===== src/rtl/gray_sweep_ctrl.sv =====
// Sweep sequencer for an external WIDTH-bit gray up/down counter: load LO, count to HI, optionally ping-pong.
// Optional build macro GRAY_SWEEP_CHECK_EN adds a step-tracking check of the counter's Q feedback.
module gray_sweep_ctrl #(
  parameter int WIDTH = 4
) (
  input  logic             CLK,
  input  logic             CS,
  input  logic             START,
  input  logic             ABORT,
  input  logic             STALL,
  input  logic             MODE,
  input  logic [3:0]       LOOPS,
  input  logic [WIDTH-1:0] LO,
  input  logic [WIDTH-1:0] HI,
  input  logic [WIDTH-1:0] Q,
  output logic [WIDTH-1:0] CNT_D,
  output logic             CNT_LD,
  output logic             CNT_EN,
  output logic             CNT_DNUP,
  output logic             CNT_CS,
  output logic             BUSY,
  output logic             DONE,
  output logic             ERR,
  output logic             ABORTED,
  output logic [2:0]       DBG_STATE
);

  // Handshake: START is a level sampled only in IDLE; the sweep ends with exactly one
  // of DONE, ABORTED or ERR pulsed for one cycle, after which the block is back in IDLE.
  typedef enum logic [2:0] {
    S_IDLE   = 3'd0,
    S_LOAD   = 3'd1,
    S_RUN_UP = 3'd2,
    S_RUN_DN = 3'd3,
    S_DONE   = 3'd4,
    S_CLR    = 3'd5
  } state_t;

  state_t           state;
  logic [WIDTH-1:0] lo_l;
  logic [WIDTH-1:0] hi_l;
  logic             mode_l;
  logic [3:0]       loops_l;
  logic [3:0]       loop_cnt;
  logic             err_q;
  logic             fault_q;

  logic [WIDTH-1:0] qb;
  logic [WIDTH-1:0] tgt;
  logic             run;
  logic             at_tgt;
  logic             en_int;
  logic             fault;
  logic [3:0]       loop_next;

  function automatic logic [WIDTH-1:0] g2b(input logic [WIDTH-1:0] g);
    logic [WIDTH-1:0] b;
    b[WIDTH-1] = g[WIDTH-1];
    for (int i = WIDTH - 2; i >= 0; i--) b[i] = b[i+1] ^ g[i];
    return b;
  endfunction

  assign qb        = g2b(Q);
  assign tgt       = (state == S_RUN_DN) ? lo_l : hi_l;
  assign run       = (state == S_RUN_UP) || (state == S_RUN_DN);
  assign at_tgt    = (qb == tgt);
  assign en_int    = run && !STALL && !at_tgt;
  assign loop_next = loop_cnt + 4'd1;

`ifdef GRAY_SWEEP_CHECK_EN
  localparam logic [WIDTH-1:0] ONE = WIDTH'(1);
  logic [WIDTH-1:0] exp_q;
  logic [WIDTH-1:0] exp_bin_nxt;

  assign exp_bin_nxt = (state == S_RUN_DN) ? g2b(exp_q) - ONE : g2b(exp_q) + ONE;
  assign fault       = run && (Q != exp_q);

  // Mirrors every load/step this block commands, so Q can be checked against it.
  always_ff @(posedge CLK) begin
    if (CS) begin
      exp_q <= '0;
    end else if (state == S_LOAD) begin
      exp_q <= lo_l ^ (lo_l >> 1);
    end else if (en_int) begin
      exp_q <= exp_bin_nxt ^ (exp_bin_nxt >> 1);
    end
  end
`else
  assign fault = 1'b0;
`endif

  always_ff @(posedge CLK) begin
    if (CS) begin
      state    <= S_IDLE;
      lo_l     <= '0;
      hi_l     <= '0;
      mode_l   <= 1'b0;
      loops_l  <= 4'd0;
      loop_cnt <= 4'd0;
      err_q    <= 1'b0;
      fault_q  <= 1'b0;
    end else begin
      err_q   <= 1'b0;
      fault_q <= 1'b0;
      case (state)
        S_IDLE: begin
          if (ABORT) begin
            state <= S_CLR;
          end else if (START) begin
            if (LO <= HI) begin
              lo_l     <= LO;
              hi_l     <= HI;
              mode_l   <= MODE;
              loops_l  <= LOOPS;
              loop_cnt <= 4'd0;
              state    <= S_LOAD;
            end else begin
              err_q <= 1'b1;
            end
          end
        end
        S_LOAD: state <= ABORT ? S_CLR : S_RUN_UP;
        S_RUN_UP: begin
          if (fault) begin
            err_q   <= 1'b1;
            fault_q <= 1'b1;
            state   <= S_CLR;
          end else if (ABORT) begin
            state <= S_CLR;
          end else if (!STALL && at_tgt) begin
            state <= mode_l ? S_RUN_DN : S_DONE;
          end
        end
        S_RUN_DN: begin
          if (fault) begin
            err_q   <= 1'b1;
            fault_q <= 1'b1;
            state   <= S_CLR;
          end else if (ABORT) begin
            state <= S_CLR;
          end else if (!STALL && at_tgt) begin
            // Loop count wraps mod 16; with LOOPS == 0 the sweep never finishes on its own.
            loop_cnt <= loop_next;
            if ((loops_l != 4'd0) && (loop_next == loops_l)) state <= S_DONE;
            else                                              state <= S_RUN_UP;
          end
        end
        S_DONE:  state <= S_IDLE;
        S_CLR:   state <= S_IDLE;
        default: state <= S_IDLE;
      endcase
    end
  end

  // CS forces every output quiet except the counter clear, even in the cycle it first rises.
  always_comb begin
    CNT_D     = '0;
    CNT_LD    = 1'b0;
    CNT_EN    = 1'b0;
    CNT_DNUP  = 1'b0;
    BUSY      = 1'b0;
    DONE      = 1'b0;
    ERR       = 1'b0;
    ABORTED   = 1'b0;
    DBG_STATE = state;
    CNT_CS    = CS || (state == S_CLR);
    if (!CS) begin
      CNT_D    = lo_l ^ (lo_l >> 1);
      CNT_LD   = (state == S_LOAD);
      CNT_EN   = en_int;
      CNT_DNUP = (state == S_RUN_DN);
      BUSY     = (state == S_LOAD) || run || (state == S_CLR);
      DONE     = (state == S_DONE);
      ERR      = err_q;
      ABORTED  = (state == S_CLR) && !fault_q;
    end
  end

endmodule


===== config.mk =====
export PLATFORM = sky130hd
export DESIGN_NAME = gray_sweep_ctrl
export DESIGN_NICKNAME = d
export VERILOG_FILES = /design/src/rtl/gray_sweep_ctrl.sv
export SDC_FILE = /design/constraint.sdc
export NUM_CORES = 1
export LEC_CHECK = 0
export CAP_MARGIN = 10
export CORE_MARGIN = 10
export CORE_UTILIZATION = 38
export CTS_CLUSTER_SIZE = 8
export DETAILED_ROUTE_END_ITERATION = 6
export SYNTH_ARGS = -nofsm -noshare
export SYNTH_HDL_FRONTEND = slang
export SYNTH_SLANG_ARGS = --single-unit

===== constraint.sdc =====
create_clock -name CLK -period 2.8 [get_ports CLK]
set_input_delay 0.42 -clock CLK [delete_from_list [all_inputs] [get_ports CLK]]
set_output_delay 0.42 -clock CLK [all_outputs]
set_load 0.005 [all_outputs]

# After elaboration in Yosys (flattened, before gate mapping)

Index checks and enable logic that the tools add are counted.

Equality and inequality tests: 16
Magnitude comparators: 1
Bitwise operators: 7
$add $sub $neg: 1
Reductions and logical operators: 17
Multiplexer cells: 27

Operators with widths:

| kind                | number |
|---|---|
| $mux 3              | 10 |
| $mux 4              | 7 |
| $pmux 3 s4          | 1 |
| $eq 4x4->1          | 2 |
| $mux 1              | 8 |
| $ne 2x2->1 const B  | 4 |
| $pmux 4 s2          | 1 |
| $reduce_and 4->1    | 2 |
| $eq 3x2->1 const B  | 2 |
| $eq 3x3->1 const B  | 2 |
| $ne 3x2->1 const B  | 2 |
| $ne 3x3->1 const B  | 2 |
| $reduce_and 6->1    | 1 |
| $add 4x1->4 const B | 1 |
| $le 4x4->1          | 1 |
| $logic_and 1x1->1   | 4 |
| $logic_or 1x1->1    | 4 |
| $reduce_bool 4->1   | 1 |
| $reduce_or 4->1     | 1 |
| $xor 4x3->4         | 1 |
| $eq 3x1->1 const B  | 1 |
| $logic_not 3->1     | 1 |
| $not 1->1           | 3 |
| $xor 1x1->1         | 3 |
| other kinds (3)     | 4 |

Word-level logic and storage cells: 76
Output and inout bits: 15
Bits of input ports: 22
Register bits: 21

# Logic depth before layout (Yosys ltp)

Gate-level depths: netlist (run 1).

Depth after elaboration: 8
Mapped depth: 9
Gate-level depth less buffers: 8

# Worst setup path before layout (run 1)

No wires, ideal clock.

Path kind: reg-to-output
Start: register state[0], in the netlist DBG_STATE[0]
End: output port CNT_EN
Stages on the path, launching flop included: 8
Buffers on the path: 2
Slack: 0.577 ns
Data required time: 2.380 ns
Data arrival time: 1.803 ns
Path through: dfxtp_1 buf_6 and3b_1 buf_6 nor3_1 a211o_2 a221oi_2 o2111a_1

Longest elaborated chain between the ends: 6
Elaborated cells between the ends (all ways): 9
Those cells by class: eq/ne (3); mux (2); reduce/logical (4)

RTL lines:

| what                     | RTL line | text |
|---|---|---|
| start: declaration       | 39       | `state_t state;` |
| start signal: assignment | 122      | `S_LOAD: state <= ABORT ? S_CLR : S_RUN_UP;` |
| start signal: assignment | 131      | `state <= mode_l ? S_RUN_DN : S_DONE;` |
| $eq 3x2->1               | 64, 65   |  |
| $mux 4                   | 64       | `assign tgt = (state == S_RUN_DN) ? lo_l : hi_l;` |
| $eq 4x4->1               | 66       | `assign at_tgt = (qb == tgt);` |
| $logic_not 1->1          | 67       | `assign en_int = run && !STALL && !at_tgt;` |
| $logic_and 1x1->1 *      | 67       |  |
| $mux 1 *                 | 167      | `if (!CS) begin` |
| end: declaration         | 18       | `output logic CNT_EN,` |

Mark *: on every way between the ends. The rest lies on a longest branch, timed or not.

# Worst setup path in the final report (run 1)

Start: input port Q[0]
End: output port CNT_EN

Longest elaborated chain between the ends: 5

RTL lines:

| what               | RTL line | text |
|---|---|---|
| start: declaration | 15       | `input logic [WIDTH-1:0] Q,` |
| $xor 1x1->1        | 59       | `for (int i = WIDTH - 2; i >= 0; i--) b[i] = b[i+1] ^ g[i];` |
| $eq 4x4->1         | 66       |  |
| $logic_not 1->1    | 67       |  |
| $logic_and 1x1->1  | 67       |  |
| $mux 1             | 167      |  |

No other way between the ends.

==> reports/qor.yml, run 1 <==
syn_avg_cell_area_um2: 8.20
postLayoutSetupSlackWorst_ns: 0.197
min_to: "loops_l[2]"
root_buffer: "clkbuf_8"
finalNonFillerCells: 266
hold_path_class: "reg2reg"
io_pins: 37
synth_fp_nets: 204
report.final.hold_viol_count: 0
dpl_cell_area_mm2: 0.00190
slew_violations: 0
critPathTopFamily: "compound AO/OA/AOI/OAI gates"
postCtsSetupBuffers: 0
grt_pass1_vias: 1439
tritoncts: "done"
worst_path_most_repeated_cell: "dlygate4sd2_1"
regArea_um2: 420
cp-start-kind: "input port"
grt_max_degree: 22
crit-reg2reg-capture: "DBG_STATE[0]"
hold_path_depth: 2
async_reset_ff_frac: 0
synth_edf_count: 0
htree_levels: 1
max_freq_mhz: 384
fin_skew_ns: 0.00256
critPathMaxStageDelay_ns: 0.38
post-route-drc-count: 0
synth-seq-cells: 21
status: "finished, final reports clean"
ctsHoldBuffers: 0
antenna_found_initial: 0
die_x_um: 81.8
rows: 22
ys_types: 44
hp-start: "loops_l[2]"
drive_gt1_frac: 0.142
setup_viol: 0
firstDrtPassIters: 4
cts_num_sinks: 21
cp.depth: 7
dp_hpwl_um: 3340
path_max_fanout: 3
critPathArrivalTime_ns: 2.18
worstSkewPairLatency_ns: 0.26
area_growth_pct: 36.1
cts.path.max_buffers: 2
period_minus_slack_ns: 2.60
fill_cells: 369
peakVddDrop_uv: 228
fin_crit_sh: 0.930
worstPathCellList: "dlygate4sd2_1, xor2_2, nor3_1, a211o_2, a221oi_4, o2111a_1, dlygate4sd2_1"
layout_common_cells: "clkdlybuf4s50_1, dfxtp_1, o21ai_0, a21oi_1, nand3_1"
synth_area_leaders: "dfxtp_1, a21oi_1, o21ai_0, nand3_1, ha_1"
fin_area_mm2: 0.00198
synth_top_area_share: 0.290
place_inst: 262
nNetsFinal: 246
layout_commonest_cell: "clkdlybuf4s50_1"
pre_cts_ws_ns: -0.349
setup_tns_ns: 0
postSynthCellCount: 177
synth_area_leader_cell: "dfxtp_1"
multi_input_area_um2: 966
drt_wl_total_um: 4160
initial_core_util: 0.393
grt_usage: 0.124
critPathSlowestCell: "a211o_2"
routedWlPerCell_um: 15.6
maxCapViolCount: 0
grt_pass1_wl_um: 6690
die_h_um: 81.8
end_kind: "primary output"
grt_overflow: 0
worstPathRequired_ns: 2.38
slew_headroom: 0.607
r2r-start: "DBG_STATE[1]"
io_buffers: 36
diodes: 0
drt_iter0_drc: 52
rsz0062_at_grt: "false"
yosysWarningCount: 0
cp_num_buf_inv: 2
synthFlopType: "dfxtp_1"
vias: 1440
clkTransAtPathRegs_ns: 0.08
p_leak_nw: 0.718
yosysSeqAreaShare: 0.290
cts_buffers: 3
crit_type: "in2out"
die_area_mm2: 0.00669
tightest_slew_ns: 0.588
worstRegToRegCells: 8
viasPerCell: 5.41
r2r_slack_ns: 0.53
core-area_mm2: 0.00369
powerDensity_mw_per_mm2: 372
syn_area_mm2: 0.00145
ant_nets: 0
globalplace.congestion: 0.900
==> sequential cells by signal, summed over array words and instances, names as in the netlist <==
register and flops:
DBG_STATE 3, err_q 1, hi_l 4, lo_l 4, loop_cnt 4, loops_l 4
mode_l 1
==> tightest hold or removal path: stages, from the launching register on <==
cell and delay, ns:
dfxtp_1 0.32, o21ai_0 0.07, a21oi_1 0.06
==> kinds of logic (layout without fill, tap and decap cells) <==
family	count (synthesis)	after routing	synth area share
AO/OA/AOI/OAI	59	59	0.294
XOR/XNOR	11	11	0.0664
adder cells (fa/ha/maj)	5	5	0.0431
multiplexers	1	1	0.00690
buffers and inverters	20	61	0.0672
flip-flops	21	21	0.290
AND/OR/NAND/NOR	60	60	0.233
==> per-layer routing <==
metal / GRT usage / wire [um]
met1: 0.131 / 1740
met2: 0.238 / 2220
met3: 0.0218 / 124
met4: 0.0442 / 67
met5: 0 / 0
==> worst max-delay path by stage <==
| stage | startpoint | endpoint | slack, ns |
|---|---|---|---|
| 2_1_floorplan | DBG_STATE[0] | CNT_EN | 0.58 |
| 3_3_place_gp | Q[0] | CNT_EN | -0.29 |
| 3_5_place_dp | Q[0] | CNT_EN | -0.35 |
| 4_1_cts | Q[3] | CNT_EN | 0.06 |
| 5_1_grt | DBG_STATE[2] | CNT_EN | 0.11 |
| 6_report | Q[0] | CNT_EN | 0.20 |
==> cell usage after synthesis, drive strengths merged, types with 2 or more instances <==
master / n
nor4b: 3
nor3: 3
nor2: 13
nand3: 15
a211o: 3
inv: 9
nand3b: 2
nor4: 3
o2111ai: 2
buf: 3
o21a: 3
a221oi: 2
dfxtp: 21
a21oi: 17
xnor2: 7
o21ai: 18
o311ai: 2
clkbuf: 8
and2: 3
nand2: 6
ha: 5
nand4: 3
nor2b: 6
o2bb2ai: 4
xor2: 4
==> cell type report <==
class | count | share of cell area
well taps | 48 | 0.0304
flip-flops and latches | 21 | 0.213
multi-input cells | 136 | 0.489
clock buffers | 4 | 0.0228
repair buffers | 48 | 0.228
inverters | 9 | 0.0171
==> where the power goes <==
group	total, mW	leakage [nW]	switching [mW]	internal, mW
combinational	0.216	0.525	0.110	0.106
clock	0.197	0.0228	0.0961	0.101
sequential	0.321	0.170	0.0101	0.310
==> stage by stage <==
| step | power (mW) | hold WS [ns] | util |
|---|---|---|---|
| final | 0.734 | 0.496 | 0.536 |
| after global routing | 0.776 | 0.510 | 0.536 |
| after CTS | 0.740 | 0.500 | 0.532 |
| after detailed placement | 0.541 | 0.487 | 0.515 |
| after global placement | 0.536 | 0.469 | 0.515 |
| after floorplan | 0.445 | 0.453 | - |
==> repair_timing <==
item / 4_1_cts / 5_1_grt
pin swaps: 2 / 2
resized for setup: 6 / 4
endpoints found under the setup margin: 1 / 1
Power figures use the tool's default switching activity.
==> inputs of run 2 (changes only) <==
- CORE_ASPECT_RATIO: default -> 1.4
- CTS_CLUSTER_DIAMETER: default -> 50
- clock period: 2.8 -> 3.1 ns (I/O delays scaled with it)
==> reports/qor.yml, run 2 (synthesized netlist as in run 1, its figures left out) <==
status: "finished, final reports clean"
finalNonFillerCells: 260  # -2.3%
report.final.hold_viol_count: 0  # unchanged
cp-start-kind: "input port"
tritoncts: "done"
topRoutingLayerUsed: "met4"
vias: 1443  # +0.21%
antenna_found_initial: 0  # unchanged
root_buffer: "clkbuf_8"
cts.path.max_buffers: 2  # unchanged
cts_num_sinks: 21  # unchanged
drt-met1-wl_um: 1760  # +1.1%
ant_nets: 0  # unchanged
critPathArrivalTime_ns: 2.57  # +0.39 ns
end_kind: "primary output"
drt_wl_total_um: 4100  # -1.5%
io_buffers: 36  # unchanged
hold_path_class: "reg2reg"
clkTransAtPathRegs_ns: 0.08  # about the same
rsz0062_at_grt: "false"
layout_common_cells: "clkdlybuf4s50_1, dfxtp_1, o21ai_0, a21oi_1, nand3_1"
firstDrtPassIters: 4  # unchanged
grt_pass1_wl_um: 6950  # +3.9%
worstSkewPairLatency_ns: 0.26  # about the same
powerDensity_mw_per_mm2: 342  # -8.0%
period_minus_slack_ns: 3.03
place_inst: 256  # -2.3%
pre_cts_ws_ns: -0.108  # +0.241 ns
drive_gt1_frac: 0.124  # -0.0183
die_area_mm2: 0.00673  # +0.53%
crit_type: "in2out"
met3_wirelength_um: 161  # +30%
dp_hpwl_um: 3220  # -3.7%
post-route-drc-count: 0  # unchanged
max_freq_mhz: 330
layout_commonest_cell: "clkdlybuf4s50_1"
core-area_mm2: 0.00368  # -0.34%
globalplace.congestion: 0.853  # -5.3%
grt_usage: 0.123  # -0.00140
tightest_slew_ns: 0.566  # -0.0224 ns
holdWs_ns: 0.486  # -0.00990 ns
cts_buffers: 3  # unchanged
p_leak_nw: 0.702  # -2.2%
slew_violations: 0  # unchanged
htree_levels: 1  # unchanged
hp-start: "hi_l[2]"
ctsHoldBuffers: 0  # unchanged
path_max_fanout: 2  # -1
critical_path.startpoint: "Q[0]"
setup_viol: 0  # unchanged
slew_headroom: 0.622  # +0.0150
postLayoutSetupSlackWorst_ns: 0.0653  # -0.132 ns
area_growth_pct: 33.8
peakVddDrop_uv: 254  # +12%
grt_max_degree: 19  # -14%
fill_cells: 374  # +1.4%
nNetsFinal: 246  # unchanged
grt_pass1_vias: 1525  # +6.0%
grt_overflow: 0  # unchanged
r2r-start: "DBG_STATE[1]"
fin_crit_sh: 0.979
worstPathRequired_ns: 2.63  # +0.25 ns
maxCapViolCount: 0  # unchanged
fin_skew_ns: 0.00136  # -0.00120 ns
diodes: 0  # unchanged
routedWlPerCell_um: 15.8  # +0.81%
rows: 26  # +18%
io_pins: 37  # unchanged
die_x_um: 72.2  # -12%
wl_met2_um: 2100  # -5.4%
initial_core_util: 0.395  # +0.00134
viasPerCell: 5.55  # +2.5%
die_h_um: 93.1  # +14%
drt_iter0_drc: 106  # +100%
## run 2: metrics by stage
step                power, mW  setup TNS (ns)  utilization  cell area [um2]
finish                  0.664               0        0.528             1940
global route            0.704               0        0.528             1940
CTS                     0.669               0        0.528             1940
detailed placement      0.491          -0.108        0.514             1890
global placement        0.486         -0.0631        0.514             1890
floorplan               0.402               0            -             1450
## run 2: layout make-up
type | count | area [um2] | area share
inverters | 9 | 33.8 | 0.0174
flip-flops and latches | 21 | 420 | 0.216
repair buffers | 48 | 448 | 0.231
well taps | 42 | 52.6 | 0.0271
clock buffers | 4 | 45.0 | 0.0232
multi-input cells | 136 | 942 | 0.485
## run 2: worst paths after layout
| kind | end | slack (ns) | depth (start not counted) |
|---|---|---|---|
| max | CNT_EN | 0.07 | 8 |
| min | hi_l[2] | 0.49 | 2 |
| max reg2reg | loop_cnt[2] | 0.67 | 8 |
| min reg2reg | hi_l[2] | 0.49 | 2 |
## run 2: what timing repair did
| item | CTS | global route |
|---|---|---|
| resized for setup | 3 | 1 |
| endpoints found under the setup margin | 1 | 1 |
| pin swaps | 1 | 0 |
| buffers inserted | 0 | 0 |
## run 2: report_power, final
group	leakage (nW)	total [mW]	switching, mW	internal [mW]
Combinational	0.509	0.193	0.0966	0.0965
Sequential	0.170	0.291	0.0105	0.280
Clock	0.0228	0.180	0.0882	0.0915
Total	0.702	0.664	0.195	0.468
## run 2: per-layer routing
| metal | track usage | vias up |
|---|---|---|
| met5 | 0 | - |
| met2 | 0.212 | 27 |
| met1 | 0.136 | 675 |
| li1 | - | 734 |
| met4 | 0.0680 | 0 |
| met3 | 0.0233 | 7 |
## run 2: worst max-delay path, stage by stage
cell and delay, ns:
dlygate4sd2_1 0.27, buf_4 0.14, xor2_1 0.19, a2111oi_0 0.11
a211o_2 0.37, a221oi_4 0.30, o2111a_1 0.22, clkdlybuf4s50_1 0.50
==> inputs of run 3 (changes only) <==
- GPL_ROUTABILITY_DRIVEN: default -> 0
==> results of run 3 <==
Final layout, timing and power as in run 2 (identical DEF).
